### config.mk
export PLATFORM = sky130hd
export DESIGN_NAME = load_store_unit_flat
export DESIGN_NICKNAME = d
export VERILOG_FILES = /design/src/rtl/lsu_pkg.sv /design/src/rtl/lsu_if.sv /design/src/rtl/lsu_align.sv /design/src/rtl/load_store_unit.sv /design/src/flat_wrapper.sv
export SDC_FILE = /design/constraint.sdc
export NUM_CORES = 1
export LEC_CHECK = 0
export ABC_AREA = 1
export BUFFER_PORTS_ARGS = -buffer_cell sky130_fd_sc_hd__buf_2
export CAP_MARGIN = 10
export CORE_ASPECT_RATIO = 0.6
export CORE_UTILIZATION = 35
export DETAILED_ROUTE_END_ITERATION = 8
export GPL_ROUTABILITY_DRIVEN = 1
export GPL_TIMING_DRIVEN = 1
export SLEW_MARGIN = 15
export SYNTH_ARGS = -nofsm -noshare
export SYNTH_HDL_FRONTEND = slang
export SYNTH_HIERARCHICAL = 1
export SYNTH_SLANG_ARGS = --single-unit
### constraint.sdc
create_clock -name clk_i -period 4.3 [get_ports clk_i]
set_input_delay 0.86 -clock clk_i [delete_from_list [all_inputs] [get_ports clk_i]]
set_output_delay 0.86 -clock clk_i [all_outputs]
set_load 0.01 [all_outputs]
### src/rtl/lsu_pkg.sv
// Shared types for the load/store unit: access sizes, FSM states, lane-select widths.
// The ERR state exists only when LSU_MISALIGN_TRAP_EN is defined.
package lsu_pkg;

  localparam int LANE_SEL_W = 2;
  localparam int HALF_SEL_W = 1;
  localparam int BYTE_BITS  = 8;
  localparam int HALF_BITS  = 16;

  typedef enum logic [1:0] {
    BYTE = 2'b00,
    HALF = 2'b01,
    WORD = 2'b10
  } lsu_size_e;

  typedef enum logic [2:0] {
    IDLE   = 3'd0,
    LOAD   = 3'd1,
    RMW_RD = 3'd2,
    WRITE  = 3'd3,
`ifdef LSU_MISALIGN_TRAP_EN
    RESP   = 3'd4,
    ERR    = 3'd5
`else
    RESP   = 3'd4
`endif
  } lsu_state_e;

  // Encoding 2'b11 behaves exactly like a word access.
  function automatic lsu_size_e norm_size(input logic [1:0] s);
    return (s == 2'b11) ? WORD : lsu_size_e'(s);
  endfunction

  function automatic logic is_misaligned(input lsu_size_e s, input logic [LANE_SEL_W-1:0] off);
    return ((s == HALF) && off[0]) || ((s == WORD) && (off != '0));
  endfunction

endpackage

### src/rtl/lsu_if.sv
// Pipeline-side request/response bundle of the load/store unit.
// master = MEM stage, slave = load_store_unit.
interface lsu_if #(parameter int X_LEN = 32);
  logic             req_valid;
  logic             req_ready;
  logic             req_store;
  logic [1:0]       req_size;
  logic             req_unsigned;
  logic [X_LEN-1:0] req_addr;
  logic [X_LEN-1:0] req_wdata;
  logic             resp_valid;
  logic             resp_err;
  logic [X_LEN-1:0] resp_rdata;

  modport master (
    output req_valid, req_store, req_size, req_unsigned, req_addr, req_wdata,
    input  req_ready, resp_valid, resp_err, resp_rdata
  );

  modport slave (
    input  req_valid, req_store, req_size, req_unsigned, req_addr, req_wdata,
    output req_ready, resp_valid, resp_err, resp_rdata
  );
endinterface

### src/rtl/lsu_align.sv
// Combinational byte-lane logic: extracts and extends load data from a memory word
// and merges right-aligned store data into a memory word.
module lsu_align
  import lsu_pkg::*;
#(
  parameter int X_LEN = 32
) (
  input  lsu_size_e             size,
  input  logic [LANE_SEL_W-1:0] offset,
  input  logic                  is_unsigned,
  input  logic [X_LEN-1:0]      mem_word,
  input  logic [X_LEN-1:0]      store_data,
  output logic [X_LEN-1:0]      load_data,
  output logic [X_LEN-1:0]      store_word
);

  logic [4:0]       byte_pos;
  logic [4:0]       half_pos;
  logic [X_LEN-1:0] byte_sh;
  logic [X_LEN-1:0] half_sh;
  logic [X_LEN-1:0] byte_mask;
  logic [X_LEN-1:0] half_mask;
  logic [X_LEN-1:0] byte_ins;
  logic [X_LEN-1:0] half_ins;

  // Half accesses select the upper or lower pair of lanes from offset[1] alone.
  assign byte_pos  = {offset, 3'b000};
  assign half_pos  = {offset[LANE_SEL_W-1 -: HALF_SEL_W], 4'b0000};
  assign byte_sh   = mem_word >> byte_pos;
  assign half_sh   = mem_word >> half_pos;
  assign byte_mask = {{(X_LEN-BYTE_BITS){1'b0}}, {BYTE_BITS{1'b1}}} << byte_pos;
  assign half_mask = {{(X_LEN-HALF_BITS){1'b0}}, {HALF_BITS{1'b1}}} << half_pos;
  assign byte_ins  = {{(X_LEN-BYTE_BITS){1'b0}}, store_data[BYTE_BITS-1:0]} << byte_pos;
  assign half_ins  = {{(X_LEN-HALF_BITS){1'b0}}, store_data[HALF_BITS-1:0]} << half_pos;

  always_comb begin
    load_data  = mem_word;
    store_word = store_data;
    case (size)
      BYTE: begin
        load_data  = is_unsigned ? {{(X_LEN-BYTE_BITS){1'b0}}, byte_sh[BYTE_BITS-1:0]}
                                 : {{(X_LEN-BYTE_BITS){byte_sh[BYTE_BITS-1]}}, byte_sh[BYTE_BITS-1:0]};
        store_word = (mem_word & ~byte_mask) | byte_ins;
      end
      HALF: begin
        load_data  = is_unsigned ? {{(X_LEN-HALF_BITS){1'b0}}, half_sh[HALF_BITS-1:0]}
                                 : {{(X_LEN-HALF_BITS){half_sh[HALF_BITS-1]}}, half_sh[HALF_BITS-1:0]};
        store_word = (mem_word & ~half_mask) | half_ins;
      end
      default: begin
        load_data  = mem_word;
        store_word = store_data;
      end
    endcase
  end

endmodule

### src/rtl/load_store_unit.sv
// Data-memory initiator: one load/store per handshake, sub-word stores via read-modify-write.
// Define LSU_MISALIGN_TRAP_EN to answer misaligned half/word accesses with an error response.
module load_store_unit
  import lsu_pkg::*;
#(
  parameter int X_LEN = 32
) (
  input  logic             clk_i,
  input  logic             rst_i,
  lsu_if.slave             bus,
  output logic             mem_we_o,
  output logic [X_LEN-1:0] mem_addr_o,
  output logic [X_LEN-1:0] mem_wdata_o,
  input  logic [X_LEN-1:0] mem_rdata_i
);

  lsu_state_e       state_q, state_d;
  logic             store_q;
  lsu_size_e        size_q;
  logic             unsigned_q;
  logic [X_LEN-1:0] addr_q;
  logic [X_LEN-1:0] wdata_q;
  logic [X_LEN-1:0] rdata_q;
  logic [X_LEN-1:0] align_load;
  logic [X_LEN-1:0] align_store;
  logic             accept;
  lsu_size_e        req_size_n;

  assign accept     = bus.req_valid && (state_q == IDLE);
  assign req_size_n = norm_size(bus.req_size);

  lsu_align #(.X_LEN(X_LEN)) u_align (
    .size        (size_q),
    .offset      (addr_q[LANE_SEL_W-1:0]),
    .is_unsigned (unsigned_q),
    .mem_word    (mem_rdata_i),
    .store_data  (wdata_q),
    .load_data   (align_load),
    .store_word  (align_store)
  );

  always_ff @(posedge clk_i or posedge rst_i) begin
    if (rst_i) state_q <= IDLE;
    else       state_q <= state_d;
  end

  always_comb begin
    state_d = state_q;
    case (state_q)
      IDLE: begin
        if (bus.req_valid) begin
`ifdef LSU_MISALIGN_TRAP_EN
          if (is_misaligned(req_size_n, bus.req_addr[LANE_SEL_W-1:0])) state_d = ERR;
          else
`endif
          if (!bus.req_store)           state_d = LOAD;
          else if (req_size_n == WORD)  state_d = WRITE;
          else                          state_d = RMW_RD;
        end
      end
      LOAD:   state_d = RESP;
      RMW_RD: state_d = WRITE;
      WRITE:  state_d = RESP;
      RESP:   state_d = IDLE;
`ifdef LSU_MISALIGN_TRAP_EN
      ERR:    state_d = IDLE;
`endif
      default: state_d = IDLE;
    endcase
  end

  always_comb begin
    bus.req_ready  = (state_q == IDLE);
    mem_we_o       = (state_q == WRITE);
    mem_wdata_o    = (state_q == WRITE) ? wdata_q : '0;
`ifdef LSU_MISALIGN_TRAP_EN
    bus.resp_valid = (state_q == RESP) || (state_q == ERR);
    bus.resp_err   = (state_q == ERR);
`else
    bus.resp_valid = (state_q == RESP);
    bus.resp_err   = 1'b0;
`endif
  end

  assign mem_addr_o     = {addr_q[X_LEN-1:LANE_SEL_W], {LANE_SEL_W{1'b0}}};
  assign bus.resp_rdata = rdata_q;

  // rdata_q is cleared on accept so stores and errors respond with zero data;
  // wdata_q holds the raw store data until RMW_RD replaces it with the merged word.
  always_ff @(posedge clk_i or posedge rst_i) begin
    if (rst_i) begin
      store_q    <= 1'b0;
      size_q     <= BYTE;
      unsigned_q <= 1'b0;
      addr_q     <= '0;
      wdata_q    <= '0;
      rdata_q    <= '0;
    end else begin
      if (accept) begin
        store_q    <= bus.req_store;
        size_q     <= req_size_n;
        unsigned_q <= bus.req_unsigned;
        addr_q     <= bus.req_addr;
        wdata_q    <= bus.req_wdata;
        rdata_q    <= '0;
      end
      if (state_q == LOAD)   rdata_q <= align_load;
      if (state_q == RMW_RD) wdata_q <= align_store;
    end
  end

endmodule

### src/flat_wrapper.sv
// flat-port wrapper written by rule: the top's interface ports become plain ports
module load_store_unit_flat import lsu_pkg::*;
#(
  parameter int X_LEN = 32
)
  (clk_i, rst_i, mem_we_o, mem_addr_o, mem_wdata_o, mem_rdata_i, bus_req_valid, bus_req_store, bus_req_size, bus_req_unsigned, bus_req_addr, bus_req_wdata, bus_req_ready, bus_resp_valid, bus_resp_err, bus_resp_rdata);
  lsu_if #(.X_LEN(X_LEN)) bus_i ();
  input  logic clk_i;
  input  logic rst_i;
  output logic mem_we_o;
  output logic [X_LEN-1:0] mem_addr_o;
  output logic [X_LEN-1:0] mem_wdata_o;
  input  logic [X_LEN-1:0] mem_rdata_i;
  input wire logic [$bits(bus_i.req_valid)-1:0] bus_req_valid;
  input wire logic [$bits(bus_i.req_store)-1:0] bus_req_store;
  input wire logic [$bits(bus_i.req_size)-1:0] bus_req_size;
  input wire logic [$bits(bus_i.req_unsigned)-1:0] bus_req_unsigned;
  input wire logic [$bits(bus_i.req_addr)-1:0] bus_req_addr;
  input wire logic [$bits(bus_i.req_wdata)-1:0] bus_req_wdata;
  output wire logic [$bits(bus_i.req_ready)-1:0] bus_req_ready;
  output wire logic [$bits(bus_i.resp_valid)-1:0] bus_resp_valid;
  output wire logic [$bits(bus_i.resp_err)-1:0] bus_resp_err;
  output wire logic [$bits(bus_i.resp_rdata)-1:0] bus_resp_rdata;
  assign bus_i.req_valid = bus_req_valid;
  assign bus_i.req_store = bus_req_store;
  assign bus_i.req_size = bus_req_size;
  assign bus_i.req_unsigned = bus_req_unsigned;
  assign bus_i.req_addr = bus_req_addr;
  assign bus_i.req_wdata = bus_req_wdata;
  assign bus_req_ready = bus_i.req_ready;
  assign bus_resp_valid = bus_i.resp_valid;
  assign bus_resp_err = bus_i.resp_err;
  assign bus_resp_rdata = bus_i.resp_rdata;
  load_store_unit #(.X_LEN(X_LEN)) u_core (.clk_i(clk_i), .rst_i(rst_i), .bus(bus_i), .mem_we_o(mem_we_o), .mem_addr_o(mem_addr_o), .mem_wdata_o(mem_wdata_o), .mem_rdata_i(mem_rdata_i));
endmodule
==> flow_summary.json, run 1 <==
{
  "grt_start_max_net_pins": 103,
  "final_util": 0.424,
  "final.setup_skew_ns": 0.0135,
  "drc": 0,
  "postCtsHoldBufs": 0,
  "synthToLayoutAreaGrowth_pct": 15.9,
  "p_total_mw": 5.67,
  "die_w_um": 181,
  "cts_tree": "done",
  "setup_tns_ns": 0,
  "syn_avg_cell_area_sq_um": 7.18,
  "cp-start-kind": "register",
  "fin_crit_ns": 2.78,
  "synth.distinct_cells": 34,
  "rsz0062_at_grt": "false",
  "row_count": 38,
  "yosysWarnings": 6,
  "finalHoldViolations": 0,
  "grt.total_usage": 0.220,
  "first_pass_iters": 5,
  "antenna_found_initial": 1,
  "clk_pin_slew_worst_paths_ns": 0.08,
  "grt.overflow.total": 0,
  "core_sq_um": 18400,
  "drt_iter0_markers": 629,
  "synth_area_sq_um": 6750,
  "cts-resized-gates": 0,
  "period_share": 0.647,
  "crit_path_top_delay_cell": "inv_2",
  "routedWlPerCell_um": 16.3,
  "via_per_inst": 5.09,
  "max_cap_viol_count": 0,
  "async_reset_ff_frac": 1.00,
  "path_delay_family": "buffers and inverters",
  "dp.cells": 1294,
  "fmax_mhz": 360,
  "grt_pass1_wl_mm": 33.7,
  "synthFlopType": "dfrtp_1",
  "cp.required_ns": 3.44,
  "synth_cells": 940,
  "cts_buffers": 9,
  "cts_setup_buffers": 0,
  "synth_edf_count": 0,
  "gp_routability_congestion": 0.973,
  "drive_above_1_share": 0.280,
  "critPathMaxFanout": 36,
  "synth.yosys.seq_area_share": 0.378,
  "hold_class": "register to register",
  "crit_chain": "buf_4 -> inv_2 -> nand2_1 -> inv_1 -> buf_2",
  "htreeDepth": 3,
  "dieArea_sq_um": 19900,
  "drv_slew": 0,
  "antenna_left": 0,
  "fin_nets": 1168,
  "max_slew_margin": 0.308,
  "ys_ff_latch": 102,
  "clock_path_buffers": 2,
  "crit_arrival_ns": 1.92,
  "end_kind": "primary output",
  "hpwl_mm": 16.0,
  "via_count": 6673,
  "route.final.wire_length_mm": 21.4,
  "power.density_nw_per_um2": 726,
  "power_leakage_nw": 4.45,
  "start_util": 0.366,
  "root_buffer": "clkbuf_16",
  "max_stage_delay_ns": 0.55,
  "worst_pin_slew_ns": 1.04,
  "crit_buf_inv": 4,
  "run_status": "complete, no violations",
  "clk_latency_ns": 0.36,
  "grt_pass1_vias": 5992,
  "critPathKind": "register to primary output",
  "die_h_um": 110,
  "clock-sinks": 102,
  "ir_drop_v": 0.000298,
  "io_pins": 203,
  "setup_viol_count_final": 0,
  "io_buffers": 199,
  "layoutNonFillerInstCount": 1311
}
==> metal layers <==
layer,global-route usage,vias to the layer above,wire length [um]
met2,0.300,301,8400
met1,0.345,3128,10800
met4,0.0436,0,174
met3,0.0494,16,2030
li1,-,3228,-
met5,0,-,0
==> synthesized netlist by cell type, types with 3 or more instances <==
cell | instances | area share
nand2_4 | 7 | 0.012
o22ai_1 | 12 | 0.011
nand3_2 | 21 | 0.031
nand2_2 | 9 | 0.0083
nor2_1 | 50 | 0.028
nor2_2 | 3 | 0.0028
o21ai_2 | 5 | 0.0065
dfrtp_1 | 102 | 0.38
buf_4 | 43 | 0.048
o211ai_1 | 5 | 0.0056
inv_2 | 12 | 0.0067
buf_6 | 9 | 0.015
a21oi_1 | 7 | 0.0052
nand3_1 | 131 | 0.097
nand2_1 | 254 | 0.14
inv_1 | 107 | 0.060
buf_1 | 3 | 0.0017
o21ai_1 | 38 | 0.028
nand4_1 | 35 | 0.032
clkbuf_1 | 22 | 0.012
o21ai_0 | 28 | 0.021
buf_2 | 17 | 0.013
o211ai_2 | 7 | 0.013
==> registers in the layout, summed over array words and instances, names as in the netlist <==
register,cells
u_core/addr_q,32
u_core/bus.resp_rdata,32
u_core/wdata_q,32
u_core/state_q,3
u_core/size_q,2
u_core/unsigned_q,1
==> metrics by stage <==
| stage | worst slack (ns) | hold WS (ns) | area [sq um] |
|---|---|---|---|
| global placement | 1.80 | 0.469 | 7500 |
| floorplan | 0.765 | 0.453 | 6760 |
| global route | 1.36 | 0.510 | 7820 |
| detailed placement | 1.69 | 0.474 | 7500 |
| CTS | 1.29 | 0.493 | 7810 |
| finish | 1.52 | 0.489 | 7820 |
==> path summary, 6_finish.rpt <==
check / slack (ns) / end / cells past startpoint / startpoint
worst max-delay path: 1.52 / bus_req_ready / 5 / u_core/state_q[1]
worst min-delay path: 0.49 / u_core/addr_q[11] / 2 / u_core/addr_q[11]
worst max register to register: 1.84 / u_core/bus.resp_rdata[11] / 7 / u_core/state_q[1]
worst min register to register: 0.49 / u_core/addr_q[11] / 2 / u_core/addr_q[11]
max in group asynchronous: 2.97 / u_core/wdata_q[18] / 3 / rst_i
min in group asynchronous: 0.50 / u_core/addr_q[18] / 2 / rst_i
==> cell families after synthesis <==
family,count (synthesis),share of synthesized area
AO/OA/AOI/OAI,105,0.0951
buffers and inverters,217,0.164
flip-flops,102,0.378
other,1,0.000556
AND/OR/NAND/NOR,515,0.362
==> tightest hold or removal path, delay by kind of cell, from the launching register on <==
family	cells	cell delay (ns)
AND/OR/NAND/NOR	1	0.05
flip-flops	1	0.34
AO/OA/AOI/OAI	1	0.06
==> power by group <==
part	switching [mW]	internal, mW	total (mW)	leakage [nW]
Clock	0.437	0.427	0.864	0.155
Sequential	0.471	1.37	1.84	1.30
Combinational	1.98	0.993	2.97	3.00
==> layout make-up <==
class / count / area [sq um]
Fill cell: 2017 / 10600
Tap cell: 240 / 300
Timing Repair Buffer: 208 / 1060
Antenna cell: 1 / 2.50
Clock buffer: 9 / 225
Inverter: 121 / 464
Sequential cell: 102 / 2550
Multi-Input combinational cell: 623 / 3120
Clock inverter: 7 / 88.8
==> cells in the final DEF, fill, tap and decap left out, types with 2 or more instances in the layout <==
master	netlist	final
nand2_1	254	253
buf_2	17	199
nand3_1	131	130
inv_1	107	106
dfrtp_1	102	102
nor2_1	50	50
o21ai_1	38	37
nand4_1	35	35
o21ai_0	28	28
nand3_2	21	21
inv_2	12	12
o22ai_1	12	12
nand2_2	9	10
clkbuf_16	0	9
buf_4	43	9
o211ai_2	7	7
a21oi_1	7	7
nand2_4	7	7
o21ai_2	5	6
inv_8	0	5
o211ai_1	5	5
nor2_4	2	3
conb_1	1	3
nand3_4	1	2
inv_4	1	2
nor2_2	3	2
(Power assumes the default switching activity.)
==> run 2, diff against run 1 <==
Settings changed: ABC_AREA 1 to 0.
Clock period 4.3 ns to 2.9 ns, I/O delays scaled along.
==> flow_summary.json, run 2 <==
{
  "via_count": 5363,
  "synth_edf_count": 0,
  "rrSetupSlack_ns": 0.47,
  "setup_tns_ns": 0,
  "die_h_um": 103,
  "synth.distinct_cells": 43,
  "routedWlPerCell_um": 21.7,
  "clock_path_buffers": 2,
  "synthToLayoutAreaGrowth_pct": 21.7,
  "grt_pass1_wl_mm": 29.8,
  "antenna_found_initial": 0,
  "hpwl_mm": 15.3,
  "dieArea_sq_um": 17500,
  "route.final.wire_length_mm": 20.3,
  "via_per_inst": 5.72,
  "diodes": 0,
  "die_w_um": 170,
  "gp_routability_congestion": 0.903,
  "pre_cts_ws_ns": 0.473,
  "final_common_cell": "buf_2",
  "max_cap_viol_count": 0,
  "postCtsHoldBufs": 0,
  "io_pins": 203,
  "syn_avg_cell_area_sq_um": 10.6,
  "synth.area.top_cells": "dfrtp_1 (43%), a22o_1 (10%), mux2_2 (8.2%)",
  "yosys.area.top_type_share": 0.430,
  "hold_class": "primary input to asynchronous set/reset pin",
  "cp.required_ns": 3.20,
  "grt_pass1_vias": 4943,
  "setup_viol_count_final": 0,
  "fin_crit_ns": 2.43,
  "clk_pin_slew_worst_paths_ns": 0.08,
  "rsz0062_at_grt": "false",
  "fmax_mhz": 412,
  "synthFlopType": "dfrtp_1",
  "worst_pin_slew_ns": 1.17,
  "run_status": "complete, no violations",
  "start_util": 0.362,
  "critPathKind": "register to register",
  "root_buffer": "clkbuf_16",
  "drv_slew": 0,
  "core_sq_um": 16400,
  "period_share": 0.838,
  "drive_above_1_share": 0.409,
  "critPathMaxFanout": 18,
  "io_buffers": 199,
  "final.setup_skew_ns": 0.0111,
  "grt.overflow.total": 0,
  "clock-sinks": 102,
  "final_util": 0.441,
  "synth_largest_area_cell": "dfrtp_1",
  "power.density_nw_per_um2": 1220,
  "cts_tree": "done",
  "ir_drop_v": 0.000456,
  "htreeDepth": 3,
  "drt_iter0_markers": 470,
  "cts_setup_buffers": 0,
  "setup_ws_ns": 0.471,
  "synth_area_sq_um": 5940,
  "drc": 0,
  "synth_commonest_cells": "dfrtp_1 (102), a22o_1 (71), a21oi_1 (45)",
  "end_kind": "register",
  "antenna_left": 0,
  "grt_start_max_net_pins": 38,
  "cp-start-kind": "register",
  "finalHoldViolations": 0,
  "synth_cells": 562,
  "yosysWarnings": 6,
  "crit_arrival_ns": 2.73,
  "first_pass_iters": 5,
  "ys_ff_latch": 102,
  "final_cell_mix": "buf_2 (199), dfrtp_1 (102), a22o_1 (71)",
  "row_count": 36,
  "max_slew_margin": 0.218,
  "power_leakage_nw": 3.82,
  "clk_latency_ns": 0.36,
  "cts_buffers": 9,
  "synth_most_common_cell": "dfrtp_1",
  "fin_nets": 808,
  "grt.total_usage": 0.230,
  "cts-resized-gates": 0,
  "synth.yosys.seq_area_share": 0.430,
  "async_reset_ff_frac": 1.00
}
-- run 2: final timing paths --
kind	from	endpoint	cells past startpoint
min in group clk_i	bus_req_addr[31]	u_core/addr_q[31]	2
max	u_core/addr_q[1]	u_core/wdata_q[18]	6
min	rst_i	u_core/addr_q[6]	2
min reg2reg	u_core/bus.resp_rdata[29]	u_core/bus.resp_rdata[29]	1
max reg2reg	u_core/addr_q[1]	u_core/wdata_q[18]	6
max in group asynchronous	rst_i	u_core/wdata_q[17]	3
-- run 2: per-layer routing --
metal  wire, um  share of wire  vias to the layer above  global-route usage
li1           -              -                     2377                   -
met1       9440           0.46                     2664               0.347
met2       8230           0.40                      302               0.322
met3       2450           0.12                       20              0.0618
met4        222          0.011                        0              0.0541
met5          0              0                        -                   0
-- run 2: final cells by class --
type / instances / area, sq um
fillers: 1602 / 9170
clock inverters: 5 / 82.6
flip-flops and latches: 102 / 2550
clock buffers: 10 / 239
multi-input cells: 370 / 2900
repair buffers: 218 / 1150
well taps: 228 / 285
inverters: 4 / 18.8
-- run 2: power by group --
group          total (mW)  switching, mW  internal (mW)
registers            2.82          0.721           2.10
clock network        1.33          0.554          0.779
logic                4.64           2.47           2.17
total                8.79           3.75           5.04
-- run 2: logic make-up (layout without fill, tap and decap cells) --
family	Yosys count	count (layout)	synth area share
flops	102	102	0.430
compound gates	202	202	0.267
mux	51	51	0.0971
buf+inv	92	237	0.0860
other cells	1	3	0.000632
simple gates	114	114	0.119
-- run 2: critical path, stage by stage, from the launching register on --
cell and delay (ns):
dfrtp_1 0.59, clkinv_1 0.11, buf_4 0.22, nor3_2 0.93, a221o_1 0.31, a22o_1 0.13
a21o_1 0.08
-- run 2: per-stage QoR --
| step | hold WS [ns] | power [mW] | cell area [sq um] | instances |
|---|---|---|---|---|
| 2_1_floorplan | 0.455 | 6.20 | 5950 | 564 |
| 3_3_place_gp | 0.480 | 7.27 | 6910 | 922 |
| 3_5_place_dp | 0.483 | 7.40 | 6910 | 922 |
| 4_1_cts | 0.240 | 8.76 | 7230 | 937 |
| 5_1_grt | 0.249 | 9.32 | 7230 | 937 |
| 6_report | 0.225 | 8.79 | 7230 | 937 |
